<file path="config.mk">
export PLATFORM = sky130hd
export DESIGN_NAME = pipeline_hazard_ctrl
export DESIGN_NICKNAME = d
export VERILOG_FILES = /design/src/rtl/pipe_ctrl_pkg.sv /design/src/rtl/pipeline_hazard_ctrl_hazard_detect.sv /design/src/rtl/pipeline_hazard_ctrl.sv
export SDC_FILE = /design/constraint.sdc
export NUM_CORES = 1
export LEC_CHECK = 0
export CORE_MARGIN = 5
export CORE_UTILIZATION = 42
export CTS_CLUSTER_SIZE = 25
export DETAILED_ROUTE_END_ITERATION = 6
export PLACE_DENSITY = 0.76
export SLEW_MARGIN = 20
export SYNTH_ARGS = -nofsm -noshare
export SYNTH_HDL_FRONTEND = slang
export SYNTH_HIERARCHICAL = 1
export SYNTH_SLANG_ARGS = --single-unit
</file>
<file path="constraint.sdc">
create_clock -name clk -period 2.3 [get_ports clk]
set_clock_uncertainty 0.1 [all_clocks]
set_input_delay 0.345 -clock clk [delete_from_list [all_inputs] [get_ports clk]]
set_output_delay 0.345 -clock clk [all_outputs]
set_load 0.02 [all_outputs]
</file>
<file path="src/rtl/pipe_ctrl_pkg.sv">
// Shared definitions for the pipeline stall/flush control slice.
// - ctrl_state_e : sequencer state encoding (also exposed on state_o for debug)
// - pipe_ctrl_t  : bundle of register enables / flush controls for one cycle
// - Bubble convention: a bubble is an instruction whose control fields are
//   all 0, which in particular means RegWrite = 0. The pipeline-register
//   modules use BUBBLE_CTRL_FIELDS / BUBBLE_REGWRITE when flushing.
package pipe_ctrl_pkg;

  typedef enum logic [1:0] {
    RUN     = 2'd0,
    MEMWAIT = 2'd1,
    ERR     = 2'd3
  } ctrl_state_e;

  localparam int unsigned DEFAULT_MEM_TIMEOUT = 255;
  localparam int unsigned WAIT_W              = 8;

  localparam logic BUBBLE_REGWRITE    = 1'b0;
  localparam logic BUBBLE_CTRL_FIELDS = 1'b0;

  typedef struct packed {
    logic pc_en;
    logic ifid_en;
    logic idex_en;
    logic exmem_en;
    logic memwb_en;
    logic ifid_flush;
    logic idex_flush;
    logic memwb_bubble;
  } pipe_ctrl_t;

  // Free-running pipeline: everything advances, nothing squashed.
  localparam pipe_ctrl_t CTRL_NORMAL = '{pc_en: 1'b1, ifid_en: 1'b1, idex_en: 1'b1,
                                         exmem_en: 1'b1, memwb_en: 1'b1,
                                         ifid_flush: 1'b0, idex_flush: 1'b0,
                                         memwb_bubble: 1'b0};

endpackage

</file>
<file path="src/rtl/pipeline_hazard_ctrl_hazard_detect.sv">
// Combinational load-use hazard compare.
// Ports:
//   idex_memread, idex_rt : load currently in EX and its destination register
//   ifid_rs, ifid_rt      : source registers of the instruction in ID
//   ifid_uses_rt          : ID instruction actually reads rt
//   loaduse               : ID instruction needs the load result next cycle
module hazard_detect (
  input  logic       idex_memread,
  input  logic [4:0] idex_rt,
  input  logic [4:0] ifid_rs,
  input  logic [4:0] ifid_rt,
  input  logic       ifid_uses_rt,
  output logic       loaduse
);

  // $0 is hard-wired to zero, so a load targeting it never creates a hazard.
  assign loaduse = idex_memread && (idex_rt != 5'd0) &&
                   ((idex_rt == ifid_rs) || (ifid_uses_rt && (idex_rt == ifid_rt)));

endmodule

</file>
<file path="src/rtl/pipeline_hazard_ctrl.sv">
// Central stall/flush sequencer for the 5-stage pipeline.
// Ports:
//   clk, reset                       : clock, synchronous active-high reset
//   idex_memread, idex_rt            : load in EX
//   ifid_rs, ifid_rt, ifid_uses_rt   : operands of the instruction in ID
//   branch_taken_id                  : branch/jump resolved taken in ID
//   exmem_memread, exmem_memwrite    : MEM stage holds a memory access
//   mem_ready                        : data memory completes the access this cycle
//   mem_req                          : access request to data memory
//   pc_en .. memwb_en                : pipeline register load enables
//   ifid_flush, idex_flush           : squash IF/ID, bubble into ID/EX
//   memwb_bubble                     : force RegWrite = 0 into MEM/WB
//   mem_err                          : sticky memory-timeout flag
//   stall_cycles                     : saturating count of cycles with pc_en = 0
//   state_o                          : current sequencer state (debug)
// Handshake: mem_req is held high (with the access inputs stable) until the
// memory answers with mem_ready in the same cycle; mem_ready without an
// outstanding access is ignored.
module pipeline_hazard_ctrl
  import pipe_ctrl_pkg::*;
#(
  parameter int unsigned MEM_TIMEOUT = DEFAULT_MEM_TIMEOUT,
  parameter int unsigned CNT_W       = 16
) (
  input  logic             clk,
  input  logic             reset,
  input  logic             idex_memread,
  input  logic [4:0]       idex_rt,
  input  logic [4:0]       ifid_rs,
  input  logic [4:0]       ifid_rt,
  input  logic             ifid_uses_rt,
  input  logic             branch_taken_id,
  input  logic             exmem_memread,
  input  logic             exmem_memwrite,
  input  logic             mem_ready,
  output logic             mem_req,
  output logic             pc_en,
  output logic             ifid_en,
  output logic             idex_en,
  output logic             exmem_en,
  output logic             memwb_en,
  output logic             ifid_flush,
  output logic             idex_flush,
  output logic             memwb_bubble,
  output logic             mem_err,
  output logic [CNT_W-1:0] stall_cycles,
  output logic [1:0]       state_o
);

  // Wait counter value on the last tolerated no-ready MEMWAIT cycle; one more
  // miss there means MEM_TIMEOUT wait cycles have elapsed.
  localparam logic [WAIT_W-1:0] WAIT_LAST = WAIT_W'(MEM_TIMEOUT - 1);

  ctrl_state_e       state, state_next;
  logic [WAIT_W-1:0] wait_cnt, wait_next;
  logic              access, memstall, loaduse, in_err;
  pipe_ctrl_t        ctrl;

  hazard_detect u_hazard_detect (
    .idex_memread (idex_memread),
    .idex_rt      (idex_rt),
    .ifid_rs      (ifid_rs),
    .ifid_rt      (ifid_rt),
    .ifid_uses_rt (ifid_uses_rt),
    .loaduse      (loaduse)
  );

  assign access   = exmem_memread | exmem_memwrite;
  assign in_err   = (state == ERR);
  assign memstall = access & ~mem_ready & ~in_err;
  assign mem_req  = access & ~in_err & ~reset;

  // Priority: reset > ERR > memstall > loaduse > branch > normal.
  always_comb begin
    ctrl = CTRL_NORMAL;
    if (reset) begin
      ctrl = '{pc_en: 1'b0, ifid_en: 1'b0, idex_en: 1'b0, exmem_en: 1'b0,
               memwb_en: 1'b0, ifid_flush: 1'b1, idex_flush: 1'b1, memwb_bubble: 1'b1};
    end else if (in_err) begin
      ctrl = '{pc_en: 1'b0, ifid_en: 1'b0, idex_en: 1'b0, exmem_en: 1'b0,
               memwb_en: 1'b0, ifid_flush: 1'b0, idex_flush: 1'b0, memwb_bubble: 1'b1};
    end else if (memstall) begin
      // MEM/WB keeps loading, but with a bubble so WB does not commit twice.
      ctrl = '{pc_en: 1'b0, ifid_en: 1'b0, idex_en: 1'b0, exmem_en: 1'b0,
               memwb_en: 1'b1, ifid_flush: 1'b0, idex_flush: 1'b0, memwb_bubble: 1'b1};
    end else if (loaduse) begin
      // A taken branch in ID is held back here; it re-resolves next cycle.
      ctrl.pc_en      = 1'b0;
      ctrl.ifid_en    = 1'b0;
      ctrl.idex_flush = 1'b1;
    end else if (branch_taken_id) begin
      ctrl.ifid_flush = 1'b1;
    end
  end

  assign pc_en        = ctrl.pc_en;
  assign ifid_en      = ctrl.ifid_en;
  assign idex_en      = ctrl.idex_en;
  assign exmem_en     = ctrl.exmem_en;
  assign memwb_en     = ctrl.memwb_en;
  assign ifid_flush   = ctrl.ifid_flush;
  assign idex_flush   = ctrl.idex_flush;
  assign memwb_bubble = ctrl.memwb_bubble;
  assign state_o      = state;

  always_comb begin
    state_next = state;
    wait_next  = wait_cnt;
    case (state)
      RUN: begin
        wait_next = '0;
        if (memstall) state_next = MEMWAIT;
      end
      MEMWAIT: begin
        if (!memstall) begin
          // Access completed (or withdrawn): pipeline advances this cycle.
          state_next = RUN;
          wait_next  = '0;
        end else if (wait_cnt == WAIT_LAST) begin
          state_next = ERR;
        end else begin
          wait_next = wait_cnt + WAIT_W'(1);
        end
      end
      ERR:     state_next = ERR;
      default: state_next = RUN;
    endcase
  end

  always_ff @(posedge clk) begin
    if (reset) begin
      state        <= RUN;
      wait_cnt     <= '0;
      mem_err      <= 1'b0;
      stall_cycles <= '0;
    end else begin
      state    <= state_next;
      wait_cnt <= wait_next;
      if (state_next == ERR) mem_err <= 1'b1;
      if (!ctrl.pc_en && (stall_cycles != {CNT_W{1'b1}}))
        stall_cycles <= stall_cycles + CNT_W'(1);
    end
  end

endmodule

</file>
==> results of run 1 <==
==> power groups by stage <==
stage / Combinational (W) / Sequential [W] / Clock (W)
global route: 0.000210 / 0.000481 / 0.000298
finish: 0.000197 / 0.000479 / 0.000276
global placement: 0.000187 / 0.000490 / 0
detailed placement: 0.000190 / 0.000490 / 0
floorplan: 0.0000844 / 0.000495 / 0
CTS: 0.000193 / 0.000479 / 0.000282
==> logic make-up after synthesis <==
| logic type | count (synthesis) |
|---|---|
| simple gates | 83 |
| compound gates | 49 |
| flops | 27 |
| buf+inv | 18 |
| xor+xnor | 10 |
| mux | 5 |
| fa+ha+maj | 3 |
==> cell type report <==
type	count	area [µm²]	share of cell area
Inverter	6	22.52	0.009255
Multi-Input combinational cell	150	1109	0.4555
Clock inverter	1	5.005	0.002057
Sequential cell	27	540.5	0.2221
Tap cell	48	60.06	0.02468
Clock buffer	3	41.29	0.01697
Timing Repair Buffer	71	655.6	0.2694
==> layer usage <==
layer,wire (µm),up-vias,global-route usage
met4,58,0,0.04918
met1,2146,819,0.2368
met2,2107,51,0.2846
li1,-,862,-
met5,0,-,0
met3,298,5,0.01939
==> critical path: stages <==
cell and delay, ns:
clkdlybuf4s50_1 0.50, a21oi_2 0.21, nand2_1 0.09, buf_4 0.13, clkdlybuf4s50_1 0.53
==> what timing repair did <==
action,4_1_cts,5_1_grt
gates resized for setup,51,23
setup buffers,1,3
pin swaps,16,18
endpoints found under the hold margin,0,0
setup endpoints to repair,24,21
cloned,0,0
==> flip-flops by register name, summed over array words and instances (netlist names) <==
signal / cells
mem_err: 1
stall_cycles: 16
state_o: 2
wait_cnt: 8
==> through the flow <==
stage               cells  instance area [µm²]  TNS (ns)
finish                306                 2434         0
global route          306                 2434         0
CTS                   303                 2387         0
detailed placement    298                 2258    -11.39
global placement      298                 2258    -10.25
floorplan             195                 1645         0
==> layout by cell type (no fill, tap or decap), types with 2 or more instances in the layout <==
master / synthesis / final
a21o_1: 2 / 2
a21oi_1: 18 / 11
a21oi_2: 0 / 7
a31oi_1: 2 / 2
and2_1: 3 / 3
and3_1: 5 / 5
and4_1: 2 / 2
buf_4: 4 / 18
buf_6: 2 / 5
clkbuf_2: 0 / 5
clkbuf_8: 0 / 3
clkdlybuf4s15_1: 0 / 2
clkdlybuf4s50_1: 0 / 31
dfxtp_1: 27 / 27
dlygate4sd2_1: 0 / 3
dlymetal6s2s_1: 0 / 5
ha_1: 3 / 3
inv_1: 5 / 5
mux2_4: 0 / 3
nand2_1: 16 / 16
nand3_1: 8 / 8
nand4_1: 8 / 8
nor2_1: 6 / 6
nor2b_1: 5 / 5
nor3_1: 4 / 4
nor4_1: 6 / 2
nor4_2: 1 / 2
nor4_4: 0 / 3
o21a_1: 3 / 3
o21ai_0: 5 / 5
o31ai_1: 10 / 10
or3_1: 4 / 4
or4_1: 10 / 5
or4_4: 0 / 5
xnor2_1: 3 / 3
xor2_1: 7 / 7
==> worst max path at each step <==
stage,from,endpoint,slack (ns),depth (start not counted)
after CTS,idex_rt[0],stall_cycles[3],0.004,11
final,reset,memwb_bubble,0.05,5
after global placement,idex_rt[1],pc_en,-0.65,7
after floorplan,idex_rt[1],pc_en,0.04,8
after global routing,idex_rt[2],stall_cycles[7],0.001,10
after detailed placement,idex_rt[3],stall_cycles[15],-0.67,10
==> flow_summary.yaml, run 1 <==
timing:
  worst_slack_ns: 0.05357
  fin_crit_ns: 2.246
  finalHoldViolCount: 0
  holdWs_ns: 0.3792
  finalMaxSlewViolations: 0
  rsz0062_at_grt: "false"
  tightest_slew_ns: 0.5760
  fmax_ghz: 0.4452
  maxSlewHeadroom: 0.6143
  min_period_over_period: 0.9767
  setup_viol: 0
pwr:
  power_w: 0.0009516
  clkPwrFrac: 0.290
  leakage_nw: 0.9189
  switching_share: 0.2657
  seq_power_share: 0.504
  p_per_area_nw_per_um2: 391.0
  p_comb_frac: 0.207
  power_switching_w: 0.0002528
  ir_drop_v: 0.0002388
  internal_power_w: 0.0006988
yosys:
  synth.top_cells.by_area: "dfxtp_1 33%, a21oi_1 5.5%, o31ai_1 4.6%"
  synth_most_common_cell: "dfxtp_1"
  synthMuxAreaShare: 0.03351
  synth_cell_types: 45
  synth_top_family_by_area: "simple AND/OR/NAND/NOR gates"
  synth_ff_type: "dfxtp_1"
  synth_top_area_share: 0.3290
  syn-num-nets: 221
  synth_sequential_area_ratio: 0.3290
  synth-warning-count: 6
  synth_edf_count: 0
  yosys.area_share.simple: 0.2932
  synth_top_cell_by_area: "dfxtp_1"
  syn_area_um2: 1643
  synth_compound_area_frac: 0.2064
  synthArstFlopShare: 0
  syn_avg_cell_area_um2: 8.425
  synthAdderAreaFrac: 0.02285
  synth_cells: 195
  synth_xor_area_frac: 0.05331
  ys_top_cells_by_count: "27 x dfxtp_1, 18 x a21oi_1, 16 x nand2_1"
  synth-seq-cells: 27
die:
  core-area_um2: 3716
  die_area_um2: 5262
  io_pins: 51
  initial_core_util: 0.4421
  die_h_um: 72.54
  fp.dieW_um: 72.54
  placementRows: 22
hold_path:
  whs_endpoint: "mem_err"
  holdPathStages: 1
  worstHoldPathType: "register to register"
  hp-start: "mem_err"
run:
  cap_violations: 0
placement:
  place_ws_ns: -0.6692
  place.port_buffers: 50
  routabilityCongestion: 0.8490
  hpwl_um: 3323
finish:
  filler_cell_count: 328
  drive_gt1_frac: 0.2403
  final_util: 0.6549
  diodes: 0
  areaGrowthSynthToFinish_pct: 48.13
  layout.nets: 285
drt:
  drt-total-wl_um: 4610
  vias_per_cell: 5.676
  drc: 0
  ant_nets: 0
  wl_per_cell_um: 15.07
  vias: 1737
  drtIter0Drc: 100
  dr.pass1.iters: 5
critical_path:
  r2r_cells: 5
  cp_max_fo: 4
  critPathLaunchType: "primary input"
  required_ns: 1.86
  r2r_setup_slack_ns: 0.38
  reg2reg_from: "stall_cycles[0]"
  cp-end-kind: "primary output"
  crit_arrival_ns: 1.80
  timing.rr.end: "stall_cycles[12]"
  crit_type: "primary input to primary output"
clocking:
  cts_buffers: 3
  cts_tree: "built"
  cts_root_buffer: "clkbuf_8"
  cts.sinks: 27
  clk_latency_ns: 0.28
  clk_pin_slew_ns: 0.10
  clockBufferDepth: 2
  cts_max_level: 1
  hold_buffers: 0
grt:
  gr-usage-all-layers: 0.1727
  grt_pass1_wl_um: 7458
  grt-ovfl-total: 0
  grt_pass1_vias: 1628
  grt_max_degree: 20
  antenna_found_initial: 0
outcome:
  status: "finished, final reports clean"
Power figures use the tool's default switching activity.
==> inputs of run 2 (changes only) <==
--- a/config.mk
+++ b/config.mk
@@ -6,9 +6,11 @@
 export NUM_CORES = 1
 export LEC_CHECK = 0
+export ABC_AREA = 1
 export CORE_MARGIN = 5
-export CORE_UTILIZATION = 42
+export CORE_UTILIZATION = 44
 export CTS_CLUSTER_SIZE = 25
 export DETAILED_ROUTE_END_ITERATION = 6
-export PLACE_DENSITY = 0.76
+export PLACE_DENSITY = 0.77
+export RECOVER_POWER = 25
 export SLEW_MARGIN = 20
 export SYNTH_ARGS = -nofsm -noshare
==> constraint.sdc (replaced) <==
create_clock -name clk -period 2.3 [get_ports clk]
set_clock_uncertainty 0.1 [all_clocks]
set_input_delay 0.23 -clock clk [delete_from_list [all_inputs] [get_ports clk]]
set_output_delay 0.23 -clock clk [all_outputs]
set_load 0.02 [all_outputs]
==> run 2 against run 1 <==
Combinational power decreased by 5%; highest routed layer unchanged; largest power group unchanged; core utilization decreased by 6.6 points; die area up 9.8%; sequential share of layout area down 0.82 points; clock-buffer cell count did not move.
==> flow_summary.yaml, run 2 <==
outcome:
  status: "finished, final reports clean"
yosys:
  synth.top_cells.by_area: "dfxtp_1 28%, nand2_1 21%, nor2_1 8.0%"
  synth-warning-count: 6
  syn-num-nets: 341
  synth_most_common_cell: "nand2_1"
  syn_area_um2: 1917
  synthArstFlopShare: 0
  synth_cell_types: 28
  synth-seq-cells: 27
  synth_cells: 315
  synth_sequential_area_ratio: 0.2820
  syn_avg_cell_area_um2: 6.085
  synth_top_area_share: 0.2820
  ys_top_cells_by_count: "109 x nand2_1, 41 x nor2_1, 38 x inv_1"
  synth_edf_count: 0
  synth_top_cell_by_area: "dfxtp_1"
  synth_ff_type: "dfxtp_1"
critical_path:
  crit_arrival_ns: 1.86
  r2r_setup_slack_ns: 0.39
  critPathLaunchType: "primary input"
  required_ns: 1.97
  timing.rr.end: "stall_cycles[6]"
  cp_max_fo: 3
  crit_type: "primary input to primary output"
  r2r_cells: 7
  reg2reg_from: "stall_cycles[0]"
  cp-end-kind: "primary output"
drt:
  vias: 1995
  ant_nets: 0
  vias_per_cell: 4.750
  dr.pass1.iters: 4
  drc: 0
  wl_per_cell_um: 10.89
  drt-total-wl_um: 4573
  drtIter0Drc: 72
clocking:
  cts_root_buffer: "clkbuf_8"
  clk_latency_ns: 0.28
  cts_buffers: 3
  hold_buffers: 0
  clockBufferDepth: 2
  cts_tree: "built"
  clk_pin_slew_ns: 0.10
  cts.sinks: 27
  cts_max_level: 1
timing:
  maxSlewHeadroom: 0.7347
  fin_crit_ns: 2.192
  timing.setup.tns_ns: 0
  rsz0062_at_grt: "false"
  finalMaxSlewViolations: 0
  fmax_ghz: 0.4562
  holdWs_ns: 0.3806
  tightest_slew_ns: 0.3965
  finalHoldViolCount: 0
  min_period_over_period: 0.9532
  setup_viol: 0
finish:
  drive_gt1_frac: 0.1114
  fin_area_um2: 2527
  top_register: "stall_cycles"
  layout.nets: 395
  areaGrowthSynthToFinish_pct: 31.85
  filler_cell_count: 425
  diodes: 0
  largest_register_ffs: 16
  final_util: 0.5886
  layout_commonest_cell: "nand2_1"
  layout_common_cells: "109 x nand2_1, 41 x nor2_1, 38 x inv_1"
die:
  initial_core_util: 0.4464
  die_h_um: 76.01
  fp.dieW_um: 76.01
  placementRows: 24
  die_area_um2: 5777
  io_pins: 51
  core-area_um2: 4294
placement:
  hpwl_um: 3638
  routabilityCongestion: 0.8234
  place.port_buffers: 50
  dpl_cell_area_um2: 2479
grt:
  grt-ovfl-total: 0
  grt_pass1_wl_um: 7831
  grt_pass1_vias: 1804
  grt_max_degree: 23
  gr-usage-all-layers: 0.1547
  antenna_found_initial: 0
hold_path:
  hp-start: "mem_err"
  worstHoldPathType: "register to register"
  whs_endpoint: "mem_err"
  holdPathStages: 2
pwr:
  leakage_nw: 1.051
  ir_drop_v: 0.0003717
  p_per_area_nw_per_um2: 376.2
run:
  cap_violations: 0
==> run 2: through the flow <==
stage	instances	power, W	setup WS, ns
after global routing	420	0.0009969	0.004989
final	420	0.0009507	0.1078
after global placement	416	0.0006872	-0.2115
after detailed placement	416	0.0006898	-0.3042
after CTS	420	0.0009697	0.03671
after floorplan	315	0.0005964	0.4575
==> run 2: worst max path at each step <==
| stage | from | endpoint | slack [ns] |
|---|---|---|---|
| after floorplan | stall_cycles[0] | stall_cycles[5] | 0.46 |
| final | idex_rt[2] | pc_en | 0.11 |
| after global routing | idex_rt[2] | pc_en | 0.005 |
| after detailed placement | idex_rt[4] | idex_flush | -0.30 |
| after global placement | idex_rt[4] | idex_flush | -0.21 |
| after CTS | idex_rt[4] | idex_flush | 0.04 |
==> run 2: area by class of cell <==
| type | instances | area, µm² | area share |
|---|---|---|---|
| clock buffer | 3 | 41.29 | 0.01634 |
| clock inverter | 1 | 7.507 | 0.002970 |
| inverter | 42 | 157.7 | 0.06238 |
| multi-input combinational | 239 | 1174 | 0.4644 |
| sequential | 27 | 540.5 | 0.2139 |
| tap | 52 | 65.06 | 0.02574 |
| timing repair buffer | 56 | 541.8 | 0.2144 |
==> run 2: power breakdown <==
| group | internal [W] | total, W | switching [W] |
|---|---|---|---|
| logic | 0.0000882 | 0.000188 | 0.0000996 |
| clock network | 0.000123 | 0.000279 | 0.000156 |
| registers | 0.000474 | 0.000484 | 0.00000989 |
| total | 0.000685 | 0.000951 | 0.000265 |
==> run 2: metal layers <==
layer,track usage,up-vias,wire length [µm]
met3,0.03783,2,179
met1,0.1908,862,2085
met2,0.2791,38,2291
met5,0,-,0
met4,0.01423,0,17
li1,-,1093,-
==> run 2: kinds of logic after synthesis <==
logic type,after synthesis,synth area share
adders and majority gates,3,0.01958
DFF,27,0.2820
xor gates and xnor gates,9,0.04112
and+or+nand+nor,188,0.4164
buffers and inverters,49,0.1077
AOI/OAI and AO/OA,39,0.1332
==> run 2: what timing repair did <==
action,CTS,global route
buffers inserted,0,0
endpoints found under the setup margin,4,11
endpoints found under the hold margin,0,0
resized for setup,7,8
==> run 2: worst max-delay path, cell delays in order <==
cell             delay (ns)
clkdlybuf4s50_1        0.49
inv_1                  0.08
nand2_1                0.07
nand2_1                0.05
nor2_1                 0.10
nand3_1                0.10
a21oi_2                0.13
inv_1                  0.07
buf_4                  0.13
nand3_2                0.08
inv_2                  0.05
clkdlybuf4s15_1        0.28
==> inputs of run 3 (changes only) <==
Settings changed: CORE_MARGIN 5 to 2.
==> run 3 against run 2 <==
Clock-buffer cell count stayed put; via count is 1.4% higher; highest routed layer unchanged; cell area is 2.1% higher; wire length is 1.2% higher.
==> flow_summary.yaml, run 3 (synthesis gave the netlist of run 2 again) <==
drt:
  ant_nets: 0
  dr.pass1.iters: 4
  drc: 0
  wl_met1_um: 2102
  drtIter0Drc: 137
  vias: 2023
  wl_met2_um: 2250
  top_layer: "met4"
  drt-total-wl_um: 4630
  wl_per_cell_um: 10.95
  vias_per_cell: 4.783
  wl_met3_um: 202
die:
  placementRows: 24
  fp.dieW_um: 70.01
  core-area_um2: 4264
  initial_core_util: 0.4495
  die_area_um2: 4901
  io_pins: 51
  die_h_um: 70.01
grt:
  gr-usage-all-layers: 0.1924
  grt-ovfl-total: 0
  grt_pass1_wl_um: 7969
  grt_max_degree: 23
  antenna_found_initial: 0
  grt_pass1_vias: 1897
hold_path:
  whs_endpoint: "mem_err"
  holdPathStages: 2
  hp-start: "mem_err"
  worstHoldPathType: "register to register"
timing:
  finalMaxSlewViolations: 0
  fmax_ghz: 0.4714
  tightest_slew_ns: 0.3931
  min_period_over_period: 0.9223
  rsz0062_at_grt: "false"
  setup_viol: 0
  fin_crit_ns: 2.121
  worst_slack_ns: 0.1786
  finalHoldViolCount: 0
  maxSlewHeadroom: 0.7369
  holdWs_ns: 0.3662
critical_path:
  crit_type: "primary input to primary output"
  crit_path_max_incr_delay_ns: 0.61
  cp-end-kind: "primary output"
  r2r_cells: 10
  required_ns: 1.97
  cp_slowest_cell: "clkdlybuf4s50_1"
  timing.rr.end: "stall_cycles[0]"
  reg2reg_from: "stall_cycles[1]"
  critPathLaunchType: "primary input"
  r2r_setup_slack_ns: 0.38
  crit_arrival_ns: 1.79
  worstPathCellList: "dlygate4sd3_1 -> o21bai_1 -> nand2_1 -> inv_1 -> clkdlybuf4s50_1"
  cp_max_fo: 2
finish:
  drive_gt1_frac: 0.1267
  final_util: 0.6050
  finalNonFillerCells: 423
  largest_register_ffs: 16
  layout_common_cells: "109 x nand2_1, 41 x nor2_1, 36 x inv_1"
  areaGrowthSynthToFinish_pct: 34.60
  diodes: 0
  layout.nets: 398
  top_register: "stall_cycles"
  layout_commonest_cell: "nand2_1"
outcome:
  status: "finished, final reports clean"
clocking:
  cts_buffers: 3
  clk_pin_slew_ns: 0.10
  clk_latency_ns: 0.27
  hold_buffers: 0
  cts_max_level: 1
  clockBufferDepth: 2
  cts_tree: "built"
  cts.sinks: 27
  cts_root_buffer: "clkbuf_8"
run:
  cap_violations: 0
pwr:
  p_per_area_nw_per_um2: 377.0
  ir_drop_v: 0.0002866
  leakage_nw: 1.101
  power_w: 0.0009727
placement:
  place_ws_ns: -0.2266
  place.port_buffers: 50
  routabilityCongestion: 0.9170
  dp_cells: 417
  hpwl_um: 3541
run 3: cell count changes in the layout (fill, tap and decap cells not counted):
cell	previous run	this run
dlygate4sd3_1	10	11
clkdlybuf4s15_1	1	0
inv_2	4	6
dlymetal6s2s_1	3	5
clkdlybuf4s50_1	33	30
buf_4	6	7
clkbuf_16	0	1
inv_1	38	36
buf_2	1	0
clkbuf_2	1	3
buf_12	0	1
run 3: repair_timing:
action                                  in CTS  in global routing
cloned                                       0                  1
setup buffers                                0                  1
gates resized for setup                      4                 15
endpoints found under the setup margin       4                  6
pin swaps                                    0                  3
run 3: final cells by class:
type,count,area [µm²]
Fill cell,409,1684
Multi-Input combinational cell,239,1174
Timing Repair Buffer,59,594.3
Sequential cell,27,540.5
Inverter,42,157.7
Tap cell,52,65.06
Clock buffer,3,41.29
Clock inverter,1,7.507
run 3: worst max-delay path: cells and delay by family:
family	cells	cell delay [ns]
compound gates	1	0.22
simple gates	1	0.10
buf+inv	3	1.24
run 3: metal layers:
layer,global-route usage,vias up
met5,0,-
li1,-,1095
met4,0.05128,0
met3,0.02597,8
met1,0.2375,880
met2,0.3492,40
run 3: worst max-delay path by stage:
stage / startpoint / end / slack [ns] / cells after the start
after detailed placement: idex_rt[4] / idex_flush / -0.23 / 10
final: exmem_memwrite / exmem_en / 0.18 / 5
after global placement: idex_rt[4] / idex_flush / -0.22 / 10
after CTS: idex_rt[4] / pc_en / 0.05 / 12
after global routing: ifid_rt[1] / stall_cycles[11] / 0.02 / 18
after floorplan: stall_cycles[0] / stall_cycles[5] / 0.46 / 9
run 3: power breakdown:
part           switching (W)  internal [W]  total [W]  leakage (nW)
Clock               0.000161      0.000123   0.000284        0.0217
Combinational       0.000106      0.000100   0.000207         0.861
Sequential        0.00000832      0.000474   0.000482         0.218
run 3: stage by stage:
stage,area (µm²),TNS (ns)
2_1_floorplan,1917,0
3_3_place_gp,2499,-0.8808
3_5_place_dp,2499,-1.229
4_1_cts,2542,0
5_1_grt,2580,0
6_report,2580,0
